<file path="config.mk">
export PLATFORM = sky130hd
export DESIGN_NAME = pdm_mic_ctrl
export DESIGN_NICKNAME = d
export VERILOG_FILES = /design/src/rtl/pdm_pkg.sv /design/src/rtl/pdm_clk_gen.sv /design/src/rtl/pdm_mic_ctrl.sv
export SDC_FILE = /design/constraint.sdc
export NUM_CORES = 1
export LEC_CHECK = 0
export CAP_MARGIN = 20
export CORE_ASPECT_RATIO = 1.5
export CORE_UTILIZATION = 35
export DETAILED_ROUTE_END_ITERATION = 10
export PLACE_DENSITY = 0.67
export SLEW_MARGIN = 20
export SYNTH_ARGS = -nofsm -noshare
export SYNTH_HDL_FRONTEND = slang
export SYNTH_SLANG_ARGS = --single-unit
</file>
<file path="constraint.sdc">
create_clock -name clk -period 1.75 [get_ports clk]
set_input_delay 0.175 -clock clk [delete_from_list [all_inputs] [get_ports clk]]
set_output_delay 0.175 -clock clk [all_outputs]
set_load 0.02 [all_outputs]
</file>
<file path="src/rtl/pdm_pkg.sv">
// Shared definitions for the PDM microphone front end: controller states,
// PCM word width helper and default timing constants used by the PCM stages.
package pdm_pkg;

  typedef enum logic [1:0] {
    IDLE = 2'd0,
    WAKE = 2'd1,
    RUN  = 2'd2
  } pdm_state_t;

  localparam int DEF_CLK_DIV     = 16;
  localparam int DEF_DECIM       = 64;
  localparam int DEF_WAKE_CYCLES = 1024;

  // A full window of ones equals DECIM, so one extra bit beyond log2.
  function automatic int pcm_width(input int decim);
    return $clog2(decim) + 1;
  endfunction

  localparam int DEF_PCM_W = pcm_width(DEF_DECIM);

endpackage

</file>
<file path="src/rtl/pdm_clk_gen.sv">
// Gated microphone bit clock: divides clk by 2*CLK_DIV while enabled and
// flags the cycle in which mic_clk is about to fall (the PDM sample point).
module pdm_clk_gen #(
  parameter int CLK_DIV = 16
) (
  input  logic clk,
  input  logic reset,
  input  logic en,
  output logic mic_clk,
  output logic fall_tick
);

  localparam int HW = (CLK_DIV > 1) ? $clog2(CLK_DIV) : 1;
  localparam logic [HW-1:0] HLAST = HW'(CLK_DIV - 1);

  logic [HW-1:0] hcnt;
  logic          wrap;

  assign wrap      = en && (hcnt == HLAST);
  assign fall_tick = wrap && mic_clk;

  // Dropping enable parks the divider so the next start begins with a 0->1 edge.
  always_ff @(posedge clk) begin
    if (reset || !en) begin
      hcnt    <= '0;
      mic_clk <= 1'b0;
    end else if (wrap) begin
      hcnt    <= '0;
      mic_clk <= ~mic_clk;
    end else begin
      hcnt    <= hcnt + 1'b1;
    end
  end

endmodule

</file>
<file path="src/rtl/pdm_mic_ctrl.sv">
// PDM microphone controller: sequences IDLE/WAKE/RUN, gates the mic clock and
// decimates the PDM stream into ones-count PCM words with a valid strobe.
module pdm_mic_ctrl
  import pdm_pkg::*;
#(
  parameter int CLK_DIV     = DEF_CLK_DIV,
  parameter int DECIM       = DEF_DECIM,
  parameter int WAKE_CYCLES = DEF_WAKE_CYCLES,
  parameter int PCM_W       = pcm_width(DECIM)
) (
  input  logic             clk,
  input  logic             reset,
  input  logic             start,
  input  logic             stop,
  input  logic             mic_data,
  output logic             mic_clk,
  output logic [PCM_W-1:0] pcm_data,
  output logic             pcm_valid,
  output logic             busy,
  output logic             led
);

  localparam int BW = (DECIM > 1) ? $clog2(DECIM) : 1;
  localparam logic [BW-1:0] BLAST = BW'(DECIM - 1);
  localparam int WW = $clog2(WAKE_CYCLES + 1);
  localparam logic [WW-1:0] WLAST = WW'(WAKE_CYCLES - 1);

  pdm_state_t state, state_next;
  logic       busy_d, led_d;
  logic       clk_en, fall_tick;

  logic [WW-1:0]    wake_cnt;
  logic [BW-1:0]    bitcnt;
  logic [PCM_W-1:0] ones;
  logic [PCM_W-1:0] bit_ext;

  // Gating on stop as well guarantees mic_clk is low the cycle IDLE is entered.
  assign clk_en  = (state != IDLE) && !stop;
  assign bit_ext = {{(PCM_W-1){1'b0}}, mic_data};

  pdm_clk_gen #(
    .CLK_DIV (CLK_DIV)
  ) u_clk_gen (
    .clk       (clk),
    .reset     (reset),
    .en        (clk_en),
    .mic_clk   (mic_clk),
    .fall_tick (fall_tick)
  );

  always_ff @(posedge clk) begin
    if (reset) begin
      state <= IDLE;
      busy  <= 1'b0;
      led   <= 1'b0;
    end else begin
      state <= state_next;
      busy  <= busy_d;
      led   <= led_d;
    end
  end

  always_comb begin
    state_next = state;
    case (state)
      IDLE: if (start && !stop) state_next = WAKE;
      WAKE: begin
        if (stop)
          state_next = IDLE;
        else if (fall_tick && (wake_cnt == WLAST))
          state_next = RUN;
      end
      RUN:  if (stop) state_next = IDLE;
      default: state_next = IDLE;
    endcase
  end

  // Status flags follow the next state so they line up with the state register.
  always_comb begin
    busy_d = (state_next != IDLE);
    led_d  = (state_next == RUN);
  end

  always_ff @(posedge clk) begin
    if (reset || (state != WAKE) || stop)
      wake_cnt <= '0;
    else if (fall_tick)
      wake_cnt <= wake_cnt + 1'b1;
  end

  // Ticks coinciding with stop are dropped, even one that would close a window.
  always_ff @(posedge clk) begin
    pcm_valid <= 1'b0;
    if (reset) begin
      ones     <= '0;
      bitcnt   <= '0;
      pcm_data <= '0;
    end else if ((state != RUN) || stop) begin
      ones     <= '0;
      bitcnt   <= '0;
    end else if (fall_tick) begin
      if (bitcnt == BLAST) begin
        pcm_data  <= ones + bit_ext;
        pcm_valid <= 1'b1;
        ones      <= '0;
        bitcnt    <= '0;
      end else begin
        ones      <= ones + bit_ext;
        bitcnt    <= bitcnt + 1'b1;
      end
    end
  end

endmodule

</file>
==> flow_summary_export.csv, run 1 <==
group,metric,value,unit
run_status,status,"completed",
placement,dp_hpwl,3010,um
floorplanning,die_area,5570,um^2
worst_setup_path,worstRegToRegCells,5,
worst_setup_path,critical_path.slowest_cell,"or4_4",
route,dr.first_iter.drc_count,53,
global_route,antenna_found_initial,0,
layout,n_fill_cell,542,
yosys,ys_ff_latch,41,
timing,fmax,586,MHz
global_route,grt_pass1_vias,1508,
cts,cts-root-buf,"clkbuf_8",
timing,tightest_slew,0.319,ns
worst_setup_path,path_class,"flop to flop",
timing,finalSetupTns,0,ns
cts,cts_tree,"done",
global_route,track_usage,16.5,%
timing,setup_viol,0,
cts,clk_pin_slew,0.08,ns
placement,place.gp.congestion,0.794,
layout,synthToLayoutAreaGrowth,33.0,%
worst_setup_path,crit_end,"wake_cnt[9]$_SDFFE_PP0P_",
global_route,grt_pass1_wl,6810,um
yosys,synth_area,1840,um^2
worst_setup_path,rr_endpoint,"wake_cnt[9]$_SDFFE_PP0P_",
worst_setup_path,cp-start-kind,"flop",
layout,postLayoutCellArea,2450,um^2
route,remaining_drc_errors,0,
placement,io_buffers,15,
timing,slew_headroom,78.2,%
timing,worst_clock_skew,0.00878,ns
yosys,synthTopCellsByArea,"dfxtp_1 45%, nand2_1 4.7%, a21oi_1 4.1%, nor2_1 4.1%, nand3_1 3.8%",
layout,final_util,47.9,%
route,antenna_left,0,
worst_setup_path,worstPathRequired,1.98,ns
flow_run,drv_cap,0,
worst_setup_path,path_cells,"buf_4 -> nand4_1 -> or4_4 -> or3_4 -> a21oi_2",
timing,finalCritPeriodShare,97.5,%
floorplanning,ios,16,
yosys,syn_avg_cell_area,8.78,um^2
layout,drive_gt1_share,21.9,%
worst_setup_path,r2r_slack,0.04,ns
floorplanning,core,5120,um^2
worst_setup_path,crit_path_start,"wake_cnt[1]$_SDFFE_PP0P_",
cts,hold_buffers,0,
worst_setup_path,crit_cells,5,
layout,nets,265,
timing,setup_ws,0.0441,ns
yosys,synth_nets,220,
power_and_ir_drop,p_per_area,679,nW/um^2
floorplanning,die_x,61.3,um
floorplanning,rows,32,
cts,cts_made_buffers,5,
yosys,ys.flop_type,"dfxtp_1",
yosys,yosysSeqAreaShare,44.5,%
route,vias,1660,
yosys,netlist_instances,210,
worst_setup_path,endpoint_kind,"flop",
cts,clock_path_buffers,2,
route,first_pass_iters,4,
layout,antenna_cells,0,
yosys,synthTopCellsByCount,"41 x dfxtp_1, 23 x nand2_1, 20 x nor2_1",
worst_setup_path,path_buf_inv,1,
min_path,hp-class,"flop to flop",
yosys,yosysTopAreaCell,"dfxtp_1",
cts,cts-htree-levels,2,
worst_setup_path,arrival,1.94,ns
yosys,synth_top_area_share,44.5,%
timing,drv_slew,0,
worst_setup_path,critical_path.max_stage_delay,0.55,ns
placement,pre_cts_ws,-0.186,ns
yosys,postSynth.asyncResetShare,0,%
yosys,synth.distinct_cells,44,
yosys,yosys.cell_count.top_type,"dfxtp_1",
power_and_ir_drop,ir_worst_vdd,0.000447,V
timing,hold_viol_final,0,
global_route,grt_overflow,0,
floorplanning,initial_core_util,36.0,%
min_path,whs_path_depth,2,
power_and_ir_drop,p_leak,0.796,nW
worst_setup_path,cp_max_fo,4,
yosys,synth_edf_count,0,
route,drt_wl_total,4110,um
route,wl_per_cell,12.7,um
placement,placed_area,2290,um^2
cts,clk_latency,0.30,ns
cts,clock_sinks,41,
timing,finalCriticalPeriod,1.71,ns
worst_setup_path,regToRegStartpoint,"wake_cnt[1]$_SDFFE_PP0P_",
power_and_ir_drop,power.total,1.67,mW
yosys,yosys_warnings,0,
global_route,grt_max_degree,14,
route,via_per_inst,5.12,
worst_setup_path,cp_top_family,"simple AND/OR/NAND/NOR gates",
floorplanning,dieHeight,90.9,um
[worst min-delay path by stage]
stage	startpoint	to	slack (ns)
3_5_place_dp	ones[0]$_SDFFE_PP0P_	ones[0]$_SDFFE_PP0P_	0.45
3_3_place_gp	ones[0]$_SDFFE_PP0P_	ones[0]$_SDFFE_PP0P_	0.45
4_1_cts	ones[0]$_SDFFE_PP0P_	ones[0]$_SDFFE_PP0P_	0.46
5_1_grt	ones[0]$_SDFFE_PP0P_	ones[0]$_SDFFE_PP0P_	0.50
6_report	ones[0]$_SDFFE_PP0P_	ones[0]$_SDFFE_PP0P_	0.46
2_1_floorplan	stop	busy$_SDFF_PP0_	0.26
[metal layers]
layer | up-vias | track usage (%) | part of all wire [%]
li1 | 850 | - | -
met1 | 784 | 18.5 | 42
met2 | 21 | 28.8 | 53
met3 | 5 | 4.30 | 3.2
met4 | 0 | 5.68 | 1.5
met5 | - | 0 | 0
[cells in the final DEF, fill, tap and decap left out, types with 2 or more instances in the layout]
master and n:
a2bb2oi_1 2, ha_1 3, xor2_1 5, xnor2_1 8, or4_4 2, o21ai_0 9, or3_1 4, dfxtp_2 4
nand3_1 13, and2_1 2, mux2i_1 2, dfxtp_1 37, and3_1 3, a21oi_1 14, clkbuf_8 7, buf_4 31
a211oi_1 5, nand4b_1 5, clkdlybuf4s50_1 15, nand2_1 23, ha_4 2, or4_1 3, nor3_1 5, nor4_1 2
nor3b_1 2, nand4_1 3, nor2_1 19
[kinds of logic after synthesis]
family	after synthesis	share of synthesized area, %
simple gates	101	30.0
flops	41	44.5
compound gates	39	12.8
xor+xnor	13	6.17
buf+inv	9	2.03
fa+ha+maj	5	3.39
mux	2	1.09
[worst reg2reg max path, cell delays in order (launching register included)]
cell	delay, ns
dfxtp_2	0.36
buf_4	0.13
nand4_1	0.10
or4_4	0.55
or3_4	0.38
a21oi_2	0.14
[layout make-up]
| type | instances | area, um^2 | share of cell area, % |
|---|---|---|---|
| tap | 68 | 85.1 | 3.47 |
| multi-input combinational | 160 | 1050 | 43.0 |
| sequential | 41 | 826 | 33.7 |
| timing repair buffer | 46 | 383 | 15.6 |
| clock inverter | 1 | 5.00 | 0.204 |
| inverter | 1 | 3.75 | 0.153 |
| clock buffer | 7 | 96.3 | 3.93 |
[per-stage QoR]
stage               hold slack (ns)  instances
floorplan                     0.258        210
global placement              0.445        316
detailed placement            0.452        316
CTS                           0.463        324
global route                  0.500        324
finish                        0.464        324
[state kept, by name (all words and copies together), names as in the netlist, 2 cells and up]
signal / flops
state: 2
u_clk_gen.hcnt: 4
bitcnt: 6
pcm_data: 7
wake_cnt: 11
ones: 7
[where the power goes]
part	total, mW	switching [mW]	internal (mW)
Combinational	0.0419	0.0203	0.0215
Sequential	0.937	0.00234	0.935
Clock	0.686	0.330	0.357
[what timing repair did]
action | CTS | global route
setup endpoints to repair | 5 | 8
gates cloned | 0 | 0
setup buffers | 0 | 0
pin swaps | 1 | 3
gates resized for setup | 3 | 10
(Power assumes the default switching activity.)
==> run 2, diff against run 1 <==
Settings changed: CORE_MARGIN from default to 1.
==> results of run 2 <==
The final DEF is identical to that of run 1; final timing and power are the same.
==> run 3, diff against run 2 <==
Settings changed: CORE_MARGIN 1 to 1.5.
==> run 3 against run 2 <==
  * Final cell count did not move
  * Flip-flop and latch count did not move
  * Die area rose by 2.8%
  * Combinational power rose by 2%
  * Sequential power barely moved
  * Routed wire length fell by 4.1%
  * Non-clock buffer count did not move
  * Design area fell by 2.1%
  * Setup slack improved by 0.014 ns
  * Power fell by 4.7%
  * Sequential share of layout area rose by 0.72 points
  * First-iteration DRC count fell by 53%
  * Critical endpoint unchanged
==> flow_summary_export.csv, run 3 (synthesized netlist as in run 1, its figures left out) <==
group,metric,value,unit
timing,worst_clock_skew,0.00662,ns
worst_setup_path,worstRegToRegCells,5,
placement,place.gp.congestion,0.828,
floorplanning,rows,32,
worst_setup_path,regToRegStartpoint,"u_clk_gen.hcnt[1]$_SDFF_PP0_",
worst_setup_path,endpoint_kind,"flop",
timing,hold_viol_final,0,
route,first_pass_iters,4,
floorplanning,core,5120,um^2
layout,max_flop_register,"wake_cnt",
placement,io_buffers,15,
floorplanning,die_area,5720,um^2
floorplanning,ios,16,
worst_setup_path,crit_end,"wake_cnt[9]$_SDFFE_PP0P_",
layout,top_regs,"wake_cnt x11, ones x7, pcm_data x7",
cts,cts-root-buf,"clkbuf_8",
timing,finalCritPeriodShare,96.7,%
route,drt_wl_total,3940,um
power_and_ir_drop,p_per_area,661,nW/um^2
timing,tightest_slew,0.360,ns
cts,clk_pin_slew,0.08,ns
floorplanning,initial_core_util,36.0,%
global_route,grt_overflow,0,
worst_setup_path,r2r_slack,0.06,ns
global_route,antenna_found_initial,0,
timing,finalCriticalPeriod,1.69,ns
layout,final_util,46.9,%
timing,slew_headroom,75.9,%
worst_setup_path,crit_path_start,"u_clk_gen.hcnt[1]$_SDFF_PP0_",
worst_setup_path,cp-start-kind,"flop",
route,wl_per_cell,12.2,um
route,remaining_drc_errors,0,
cts,cts_tree,"done",
cts,cts-htree-levels,2,
timing,setup_viol,0,
min_path,hp-class,"flop to flop",
flow_run,drv_cap,0,
global_route,grt_pass1_vias,1593,
power_and_ir_drop,p_leak,0.765,nW
route,dr.first_iter.drc_count,25,
cts,clk_latency,0.29,ns
timing,whs,0.455,ns
worst_setup_path,path_class,"flop to flop",
layout,largest_reg_flops,11,
floorplanning,dieHeight,91.9,um
worst_setup_path,arrival,1.92,ns
layout,mostFrequentLayoutCells,"37 x dfxtp_1, 31 x buf_4, 23 x nand2_1",
route,vias,1647,
layout,drive_gt1_share,19.5,%
route,via_per_inst,5.08,
layout,layout_commonest_cell,"dfxtp_1",
cts,cts_made_buffers,5,
cts,cts_setup_buffers,0,
worst_setup_path,worstPathRequired,1.98,ns
layout,synthToLayoutAreaGrowth,30.2,%
cts,clock_path_buffers,2,
cts,hold_buffers,0,
placement,dp_hpwl,3040,um
timing,fmax,591,MHz
floorplanning,die_x,62.3,um
timing,drv_slew,0,
run_status,status,"completed",
power_and_ir_drop,ir_worst_vdd,0.000473,V
layout,antenna_cells,0,
timing,rsz0062_at_grt,"no",
worst_setup_path,rr_endpoint,"wake_cnt[9]$_SDFFE_PP0P_",
cts,clock_sinks,41,
route,antenna_left,0,
global_route,grt_pass1_wl,6910,um
global_route,grt_max_degree,13,
layout,nets,265,
global_route,track_usage,15.2,%
worst_setup_path,cp_max_fo,3,
run 3: cell count changes in the layout (fill, tap and decap cells not counted), sizes merged:
| cell | before | now |
|---|---|---|
| clkinv | 1 | 0 |
| clkbuf | 7 | 8 |
run 3: what timing repair did:
| action | CTS | global route |
|---|---|---|
| pin swaps | 1 | 0 |
| endpoints found under the setup margin | 2 | 11 |
| resized for setup | 1 | 7 |
run 3: per-stage QoR:
stage | total power, mW | setup WS, ns | std cells | setup TNS [ns] | area, um^2
finish | 1.59 | 0.0583 | 324 | 0 | 2400
global route | 1.64 | 0.00458 | 324 | 0 | 2400
CTS | 1.59 | 0.00641 | 324 | 0 | 2380
detailed placement | 1.00 | -0.122 | 316 | -1.21 | 2290
global placement | 1.00 | -0.0877 | 316 | -0.579 | 2290
floorplan | 0.974 | -0.00906 | 210 | -0.00906 | 1860
run 3: worst min path at each step:
stage / from / to / slack (ns) / cells past startpoint
5_1_grt: ones[0]$_SDFFE_PP0P_ / ones[0]$_SDFFE_PP0P_ / 0.49 / 2
3_3_place_gp: ones[0]$_SDFFE_PP0P_ / ones[0]$_SDFFE_PP0P_ / 0.44 / 2
3_5_place_dp: ones[0]$_SDFFE_PP0P_ / ones[0]$_SDFFE_PP0P_ / 0.45 / 2
6_report: ones[0]$_SDFFE_PP0P_ / ones[0]$_SDFFE_PP0P_ / 0.45 / 2
4_1_cts: ones[0]$_SDFFE_PP0P_ / ones[0]$_SDFFE_PP0P_ / 0.46 / 2
2_1_floorplan: stop / busy$_SDFF_PP0_ / 0.26 / 1
run 3: area by class of cell:
cell class	count	area (um^2)
Inverter	1	3.75
Clock buffer	8	80.1
Sequential cell	41	826
Tap cell	68	85.1
Multi-Input combinational cell	160	1020
Timing Repair Buffer	46	383
Fill cell	535	2720
run 3: report_power, final:
group          switching, mW  internal (mW)  total [mW]
Combinational         0.0200         0.0228      0.0427
Sequential           0.00208          0.935       0.937
Clock                  0.324          0.284       0.608
Total                  0.346           1.24        1.59
run 3: metal layers:
| layer | part of all wire (%) | track usage (%) |
|---|---|---|
| met4 | 1.9 | 6.67 |
| met2 | 55 | 28.8 |
| met5 | 0 | 0 |
| met3 | 3.2 | 3.44 |
| met1 | 39 | 15.8 |
run 3: critical path: stages (launching register included):
cell and delay, ns:
dfxtp_2 0.35, ha_4 0.16, nand3_4 0.09, or4_4 0.54, or3_1 0.35, a21oi_1 0.14
